--- src/rtl/intra4x4_scan_ctrl_if.sv ---
// Handshake bundle between the 4x4 scan controller, the luma extractor and the
// intra-prediction engine. The master modport is the controller's side.
interface intra4x4_scan_ctrl_if #(
  parameter int IDX_W = 13
);
  logic             start;
  logic             abort;
  logic             ext_enable;
  logic [IDX_W-1:0] ext_mbnumber;
  logic             blk_valid;
  logic             blk_ready;
  logic [IDX_W-1:0] blk_index;
  logic             pred_done;
  logic             busy;
  logic             frame_done;

  modport master (
    input  start, abort, blk_ready, pred_done,
    output ext_enable, ext_mbnumber, blk_valid, blk_index, busy, frame_done
  );

  modport slave (
    output start, abort, blk_ready, pred_done,
    input  ext_enable, ext_mbnumber, blk_valid, blk_index, busy, frame_done
  );
endinterface

--- src/rtl/intra4x4_scan_ctrl.sv ---
// Frame sequencer: per 4x4 block, run the extractor, offer the block to the
// predictor over valid/ready, then wait for its completion pulse.
module intra4x4_scan_ctrl #(
  parameter int NUM_BLOCKS  = 4096,
  parameter int EXTRACT_LAT = 3,
  parameter int IDX_W       = 13
) (
  input  logic                  clk,
  input  logic                  reset,
  intra4x4_scan_ctrl_if.master  bus
);

  typedef enum logic [2:0] {IDLE, FETCH, PRESENT, PREDICT, DONE} state_e;

  localparam int               LAT_W    = (EXTRACT_LAT > 1) ? $clog2(EXTRACT_LAT) : 1;
  localparam logic [IDX_W-1:0] LAST_IDX = IDX_W'(NUM_BLOCKS - 1);
  localparam logic [LAT_W-1:0] LAST_LAT = LAT_W'(EXTRACT_LAT - 1);

  state_e           state_q, state_d;
  logic [IDX_W-1:0] idx_q, idx_d;
  logic [LAT_W-1:0] lat_q, lat_d;
  logic             ext_en_q, ext_en_d;
  logic [IDX_W-1:0] mbnum_q, mbnum_d;
  logic             blk_valid_q, blk_valid_d;
  logic [IDX_W-1:0] blk_index_q, blk_index_d;
  logic             busy_q, busy_d;
  logic             frame_done_q, frame_done_d;

  // Outputs are computed one state ahead so every output is a flop.
  always_comb begin
    state_d      = state_q;
    idx_d        = idx_q;
    lat_d        = lat_q;
    ext_en_d     = ext_en_q;
    mbnum_d      = mbnum_q;
    blk_valid_d  = blk_valid_q;
    blk_index_d  = blk_index_q;
    busy_d       = busy_q;
    frame_done_d = 1'b0;
    if (bus.abort) begin
      state_d     = IDLE;
      idx_d       = '0;
      lat_d       = '0;
      ext_en_d    = 1'b0;
      mbnum_d     = '0;
      blk_valid_d = 1'b0;
      blk_index_d = '0;
      busy_d      = 1'b0;
    end else begin
      case (state_q)
        IDLE: if (bus.start) begin
          state_d  = FETCH;
          idx_d    = '0;
          lat_d    = '0;
          busy_d   = 1'b1;
          ext_en_d = 1'b1;
          mbnum_d  = '0;
        end
        FETCH: begin
          if (lat_q == LAST_LAT) begin
            state_d     = PRESENT;
            ext_en_d    = 1'b0;
            blk_valid_d = 1'b1;
            blk_index_d = idx_q;
          end else begin
            lat_d = lat_q + LAT_W'(1);
          end
        end
        PRESENT: if (bus.blk_ready) begin
          state_d     = PREDICT;
          blk_valid_d = 1'b0;
        end
        PREDICT: if (bus.pred_done) begin
          if (idx_q == LAST_IDX) begin
            state_d      = DONE;
            frame_done_d = 1'b1;
          end else begin
            state_d  = FETCH;
            idx_d    = idx_q + IDX_W'(1);
            lat_d    = '0;
            ext_en_d = 1'b1;
            mbnum_d  = idx_q + IDX_W'(1);
          end
        end
        DONE: begin
          state_d     = IDLE;
          busy_d      = 1'b0;
          idx_d       = '0;
          mbnum_d     = '0;
          blk_index_d = '0;
        end
        default: state_d = IDLE;
      endcase
    end
  end

  always_ff @(posedge clk or negedge reset) begin
    if (!reset) begin
      state_q      <= IDLE;
      idx_q        <= '0;
      lat_q        <= '0;
      ext_en_q     <= 1'b0;
      mbnum_q      <= '0;
      blk_valid_q  <= 1'b0;
      blk_index_q  <= '0;
      busy_q       <= 1'b0;
      frame_done_q <= 1'b0;
    end else begin
      state_q      <= state_d;
      idx_q        <= idx_d;
      lat_q        <= lat_d;
      ext_en_q     <= ext_en_d;
      mbnum_q      <= mbnum_d;
      blk_valid_q  <= blk_valid_d;
      blk_index_q  <= blk_index_d;
      busy_q       <= busy_d;
      frame_done_q <= frame_done_d;
    end
  end

  assign bus.ext_enable   = ext_en_q;
  assign bus.ext_mbnumber = mbnum_q;
  assign bus.blk_valid    = blk_valid_q;
  assign bus.blk_index    = blk_index_q;
  assign bus.busy         = busy_q;
  assign bus.frame_done   = frame_done_q;

endmodule
--- src/flat_wrapper.sv ---
// flat-port wrapper written by rule: the top's interface ports become plain ports
module intra4x4_scan_ctrl_flat 
#(
  parameter int NUM_BLOCKS  = 4096,
  parameter int EXTRACT_LAT = 3,
  parameter int IDX_W       = 13
)
  (clk, reset, bus_start, bus_abort, bus_blk_ready, bus_pred_done, bus_ext_enable, bus_ext_mbnumber, bus_blk_valid, bus_blk_index, bus_busy, bus_frame_done);
  intra4x4_scan_ctrl_if #(.IDX_W(IDX_W)) bus_i ();
  input  logic clk;
  input  logic reset;
  input wire logic [$bits(bus_i.start)-1:0] bus_start;
  input wire logic [$bits(bus_i.abort)-1:0] bus_abort;
  input wire logic [$bits(bus_i.blk_ready)-1:0] bus_blk_ready;
  input wire logic [$bits(bus_i.pred_done)-1:0] bus_pred_done;
  output wire logic [$bits(bus_i.ext_enable)-1:0] bus_ext_enable;
  output wire logic [$bits(bus_i.ext_mbnumber)-1:0] bus_ext_mbnumber;
  output wire logic [$bits(bus_i.blk_valid)-1:0] bus_blk_valid;
  output wire logic [$bits(bus_i.blk_index)-1:0] bus_blk_index;
  output wire logic [$bits(bus_i.busy)-1:0] bus_busy;
  output wire logic [$bits(bus_i.frame_done)-1:0] bus_frame_done;
  assign bus_i.start = bus_start;
  assign bus_i.abort = bus_abort;
  assign bus_i.blk_ready = bus_blk_ready;
  assign bus_i.pred_done = bus_pred_done;
  assign bus_ext_enable = bus_i.ext_enable;
  assign bus_ext_mbnumber = bus_i.ext_mbnumber;
  assign bus_blk_valid = bus_i.blk_valid;
  assign bus_blk_index = bus_i.blk_index;
  assign bus_busy = bus_i.busy;
  assign bus_frame_done = bus_i.frame_done;
  intra4x4_scan_ctrl #(.NUM_BLOCKS(NUM_BLOCKS), .EXTRACT_LAT(EXTRACT_LAT), .IDX_W(IDX_W)) u_core (.clk(clk), .reset(reset), .bus(bus_i));
endmodule
--- config.mk ---
export PLATFORM = sky130hd
export DESIGN_NAME = intra4x4_scan_ctrl_flat
export DESIGN_NICKNAME = d
export VERILOG_FILES = /design/src/rtl/intra4x4_scan_ctrl_if.sv /design/src/rtl/intra4x4_scan_ctrl.sv /design/src/flat_wrapper.sv
export SDC_FILE = /design/constraint.sdc
export NUM_CORES = 1
export LEC_CHECK = 0
export ABC_AREA = 1
export CAP_MARGIN = 20
export CELL_PAD_IN_SITES_DETAIL_PLACEMENT = 2
export CELL_PAD_IN_SITES_GLOBAL_PLACEMENT = 2
export CORE_AREA = 2 2 91 93
export DETAILED_ROUTE_END_ITERATION = 12
export DIE_AREA = 0 0 93 95
export PLACE_DENSITY_LB_ADDON = 0.25
export RECOVER_POWER = 50
export SLEW_MARGIN = 20
export SYNTH_ARGS = -nofsm -noshare
export SYNTH_HDL_FRONTEND = slang
export SYNTH_SLANG_ARGS = --single-unit
--- constraint.sdc ---
create_clock -name clk -period 4.32 [get_ports clk]
set_clock_uncertainty 0.05 [all_clocks]
set_input_delay 0.648 -clock clk [delete_from_list [all_inputs] [get_ports clk]]
set_output_delay 0.648 -clock clk [all_outputs]
set_load 0.02 [all_outputs]
==> results of run 1 <==
per-stage QoR:
stage | instances | utilization (%) | hold WS, ps
detailed placement | 376 | 29.6 | 417
global placement | 376 | 29.6 | 411
global route | 383 | 30.5 | 469
finish | 383 | 30.5 | 424
floorplan | 243 | - | 302
CTS | 383 | 30.7 | 434
power by group:
group / switching, mW / internal, mW / total [mW]
clock: 0.121 / 0.125 / 0.247
sequential: 0.0287 / 0.359 / 0.388
combinational: 0.233 / 0.0937 / 0.327
total: 0.383 / 0.578 / 0.961
how the worst min path moves through the flow:
stage	end	slack [ps]	cells after the start
after floorplan	u_core.bus.blk_index[0]	300	0
after global placement	u_core.lat_q[0]	410	2
after detailed placement	u_core.lat_q[0]	420	2
after CTS	u_core.lat_q[0]	430	2
after global routing	u_core.lat_q[1]	470	2
final	u_core.lat_q[0]	420	2
routing by layer:
layer | routed length (µm) | part of all wire (%)
met5 | 0 | 0
met4 | 63 | 1.1
met3 | 166 | 3.0
met2 | 2760 | 50
met1 | 2540 | 46
cells by family (layout without fill, tap and decap cells):
kind of cell	after synthesis	after routing	share of synthesized area, %
compound gates	35	35	11.5
flops	35	35	45.5
simple gates	117	117	28.4
buf+inv	49	84	11.0
fa+ha+maj	2	2	1.30
xor+xnor	5	5	2.28
flip-flops by register name (all words and copies together) (netlist names):
name,flops
u_core.bus.frame_done,1
u_core.state_q,3
u_core.bus.ext_enable,1
u_core.idx_q,13
u_core.bus.blk_valid,1
u_core.bus.busy,1
u_core.bus.blk_index,13
u_core.lat_q,2
area by class of cell:
| class | instances | area [µm²] | area share (%) |
|---|---|---|---|
| inverter | 42 | 158 | 6.51 |
| clock inverter | 1 | 5.00 | 0.207 |
| timing repair buffer | 35 | 344 | 14.2 |
| sequential | 35 | 876 | 36.2 |
| clock buffer | 6 | 82.6 | 3.41 |
| multi-input combinational | 159 | 825 | 34.1 |
| tap | 105 | 131 | 5.43 |
synth_stat cells, types with 5 or more instances:
cell type | instances | area, µm²
o21ai_1 | 11 | 55.1
o21ai_0 | 10 | 50.1
nor2_1 | 20 | 75.1
o21ai_2 | 8 | 70.1
nand4_1 | 9 | 56.3
inv_2 | 5 | 18.8
xor2_1 | 5 | 43.8
dfrtp_1 | 35 | 876
nand3_1 | 29 | 145
inv_1 | 37 | 139
nand2_1 | 51 | 191
worst register-to-register path, cell delays in order (launching register included):
cell	delay (ps)
dfrtp_1	440
ha_1	290
nand3_1	160
inv_1	70
nand2_1	140
inv_1	100
nand3_1	240
nand3_2	460
o21ai_1	280
inv_1	60
==> flow_summary_export.csv, run 1 <==
group,metric,value,unit
pwr,p_total,0.961,mW
sta,max_freq,382,MHz
clock_network,htreeDepth,2,
yosys,syn-instance-count,243,
final_layout,diodes,0,
final_layout,area_growth,25.8,%
placement,pre_cts_slack,1420,ps
final_layout,drive_above_1_share,9.35,%
worst_hold_path,hold_path.class,"reg -> reg",
worst_setup_path,cpMostUsedCell,"inv_1",
die,start_util,24.3,%
worst_setup_path,critPathBufInv,3,
clock_network,ctsHoldBuffers,0,
final_layout,nets,286,
clock_network,cts_made_buffers,5,
yosys,ys_ff_latch,35,
worst_setup_path,crit_fanout,20,
yosys,ys_warn_count,0,
worst_setup_path,crit_required,4450,ps
detailed_routing,routed_wl,5.53,mm
die,rows,33,
clock_network,clkLatencyLatePin,290,ps
worst_setup_path,crit_chain,"dlygate4sd3_1, inv_1, nand2_1, nor2_1, nor2_4, nand3_2, o21ai_1, inv_1",
final_layout,final_common_cell,"nand2_1",
detailed_routing,ant_nets,0,
die,fp.dieH,95,µm
worst_setup_path,crit_family,"buffers and inverters",
placement,port-buffer-count,35,
pwr,p_leak,1.13,nW
clock_network,clock-sinks,35,
sta,finalHoldViolCount,0,
clock_network,cts_setup_buffers,0,
job,cap_violations,1,
clock_network,clockBufferDepth,2,
global_routing,grt_max_degree,36,
outcome,status,"finished with violations",
worst_setup_path,crit_cells,8,
global_routing,grt_use_met2,24.7,%
worst_setup_path,end_kind,"flop",
sta,finalWorstSetupSlack,1710,ps
final_layout,layout_common_cells,"51 x nand2_1, 38 x inv_1, 35 x dfrtp_1",
pwr,powerDensity,397,nW/µm²
die,ios,36,
clock_network,root_buffer,"clkbuf_8",
worst_setup_path,reg2reg_from,"u_core.idx_q[0]",
final_layout,fillCellCount,942,
yosys,syn-cell-area,1920,µm²
sta,tns,0,ps
yosys,synth_seq_area_share,45.5,%
worst_setup_path,crit_type,"in -> reg",
global_routing,top_usage_layer,"met2",
detailed_routing,drcViolationCount,0,
sta,layout_min_cycle_time,2610,ps
global_routing,grt_usage,14.3,%
die,die_x,93,µm
clock_network,cts_resized,0,
global_routing,grt_overflow,0,
die,core_area,7930,µm²
worst_setup_path,slowest_delay,720,ps
yosys,synth_ff_type,"dfrtp_1",
sta,timing.final.crit_share,60.5,%
global_routing,grtUsageMet1,18.4,%
worst_hold_path,worstHoldStart,"u_core.lat_q[0]",
detailed_routing,drtPass1Iterations,4,
yosys,async_flop_share,100,%
yosys,synth_edf_count,0,
sta,tightest_slew,2000,ps
detailed_routing,drt-wirelength-per-cell,14.4,µm
outcome,violations,"max-capacitance violations, max-slew violations",
worst_setup_path,crit_arrival,2740,ps
worst_setup_path,reg2regPathDepth,9,
sta,rsz0062_at_grt,"no",
sta,relSlewSlack,-33.6,%
sta,setup_viol,0,
global_routing,use_met3,2.47,%
worst_setup_path,critPathSlowestCell,"dlygate4sd3_1",
global_routing,antenna_found_initial,0,
worst_setup_path,r2r_slack,1930,ps
detailed_routing,num_vias,1722,
worst_setup_path,crit_end,"u_core.idx_q[12]",
global_routing,grt_pass1_vias,1955,
worst_setup_path,critical_path.startpoint,"bus_abort",
global_routing,grt_pass1_wl,9.84,mm
clock_network,cts_tree,"done",
sta,drv_slew,36,
worst_setup_path,timing.rr.end,"u_core.idx_q[12]",
detailed_routing,viasPerCell,4.50,
final_layout,fin_area,2420,µm²
clock_network,path_clk_slew,70,ps
detailed_routing,drt_iter0_drc,34,
yosys,synth_nets,251,
placement,gp_congestion,0.728,
pwr,vdd_ir_drop_max,172,µV
placement,hpwl,4.11,mm
placement,placed_area,2350,µm²
die,die_area,8840,µm²
worst_setup_path,critPathLaunchType,"input pin",
yosys,synth_cell_types,27,
yosys,postSynthAreaPerCell,7.92,µm²
(Power assumes the default switching activity.)
==> inputs of run 2 (changes only) <==
==> constraint.sdc (replaced) <==
create_clock -name clk -period 2.73 [get_ports clk]
set_clock_uncertainty 0.05 [all_clocks]
set_input_delay 0.4095 -clock clk [delete_from_list [all_inputs] [get_ports clk]]
set_output_delay 0.4095 -clock clk [all_outputs]
set_load 0.02 [all_outputs]
==> flow_summary_export.csv, run 2 (synthesized netlist as in run 1, its figures left out) <==
group,metric,value,unit
clock_network,clkLatencyLatePin,290,ps
placement,gp_congestion,0.717,
worst_setup_path,critPathLaunchType,"input pin",
pwr,p_total,1.66,mW
global_routing,grt_usage,14.0,%
final_layout,utilization,31.3,%
pwr,power.share.clock,30.0,%
sta,tns,0,ps
pwr,seq_power_share,37.0,%
clock_network,htreeDepth,2,
clock_network,clock-sinks,35,
detailed_routing,ant_nets,0,
global_routing,grt_overflow,0,
worst_setup_path,crit_required,2900,ps
placement,pre_cts_slack,335,ps
detailed_routing,num_vias,1723,
worst_hold_path,hold_path.class,"reg -> reg",
placement,port-buffer-count,35,
job,cap_violations,1,
final_layout,fin_area,2480,µm²
clock_network,clockBufferDepth,2,
sta,setup_viol,0,
final_layout,fillCellCount,939,
detailed_routing,drt-wirelength-per-cell,14.3,µm
detailed_routing,drcViolationCount,0,
final_layout,diodes,0,
pwr,combinationalPowerShare,33.0,%
global_routing,grt_pass1_vias,1927,
worst_setup_path,end_kind,"flop",
worst_setup_path,crit_fanout,20,
worst_hold_path,worstHoldStart,"u_core.bus.ext_enable",
final_layout,drive_above_1_share,10.7,%
die,ios,36,
worst_setup_path,reg2reg_from,"u_core.idx_q[1]",
final_layout,layout_common_cells,"51 x nand2_1, 38 x inv_1, 35 x dfrtp_1",
clock_network,cts_made_buffers,5,
worst_setup_path,crit_type,"in -> reg",
outcome,status,"finished with violations",
outcome,violations,"max-capacitance violations, max-slew violations",
sta,timing.final.crit_share,78.2,%
clock_network,ctsHoldBuffers,0,
placement,placedCellCount,378,
pwr,internal_power,1.03,mW
sta,finalHoldViolCount,0,
detailed_routing,drt_iter0_drc,64,
global_routing,grt_max_degree,36,
clock_network,path_clk_slew,80,ps
sta,drv_slew,36,
clock_network,cts_setup_buffers,0,
placement,hpwl,4.15,mm
die,core_area,7930,µm²
clock_network,cts_tree,"done",
pwr,p_leak,1.15,nW
global_routing,grt_pass1_wl,9.65,mm
final_layout,nets,288,
sta,tightest_slew,1960,ps
die,rows,33,
sta,max_freq,469,MHz
final_layout,area_growth,28.8,%
worst_setup_path,crit_arrival,2300,ps
clock_network,root_buffer,"clkbuf_8",
pwr,switching_share,37.9,%
detailed_routing,routed_wl,5.51,mm
pwr,vdd_ir_drop_max,322,µV
clock_network,cts_resized,0,
sta,finalWorstSetupSlack,596,ps
worst_setup_path,critical_path.startpoint,"bus_abort",
global_routing,antenna_found_initial,0,
final_layout,instances_no_fill,386,
die,die_area,8840,µm²
pwr,p_switching,0.629,mW
detailed_routing,drtPass1Iterations,4,
sta,rsz0062_at_grt,"no",
placement,placed_area,2360,µm²
sta,whs,431,ps
die,die_x,93,µm
detailed_routing,viasPerCell,4.46,
die,start_util,24.3,%
pwr,powerDensity,669,nW/µm²
final_layout,final_common_cell,"nand2_1",
sta,relSlewSlack,-30.6,%
die,fp.dieH,95,µm
sta,layout_min_cycle_time,2130,ps
-- run 2: worst paths after layout --
path                                            end  slack, ps  cells after the start
min in group asynchronous  u_core.bus.blk_index[11]        610                      1
max in group asynchronous           u_core.idx_q[3]        890                      1
max                                u_core.idx_q[11]        600                      9
min                           u_core.bus.ext_enable        430                      2
max reg2reg                        u_core.idx_q[11]        660                     10
min reg2reg                   u_core.bus.ext_enable        430                      2
-- run 2: critical path: stages --
cell           delay, ps
dlygate4sd3_1        650
inv_1                350
nand2_1               90
nor2_1               200
nor2_4                80
nand3_2               70
buf_4                270
nand2_1              110
o21ai_2               70
-- run 2: final cells by class --
cell class	count	area, µm²	area share, %
inverter	42	158	6.36
clock inverter	2	35.0	1.41
tap	105	131	5.30
sequential	35	876	35.3
timing repair buffer	37	359	14.5
multi-input combinational	159	837	33.8
clock buffer	6	82.6	3.33
-- run 2: power groups by stage --
stage	sequential, mW	clock (mW)	combinational [mW]
detailed placement	0.626	0	0.564
CTS	0.616	0.525	0.565
floorplan	0.650	0	0.383
global placement	0.625	0	0.555
finish	0.614	0.498	0.548
global route	0.626	0.539	0.624
-- run 2: layer usage --
layer | GRT usage (%) | vias up | routed length, µm | part of all wire (%)
met5 | 0 | - | 0 | 0
met4 | 4.04 | 0 | 71 | 1.3
met3 | 3.03 | 6 | 212 | 3.8
met2 | 24.9 | 32 | 2810 | 51
met1 | 16.9 | 834 | 2420 | 44
li1 | - | 851 | - | -
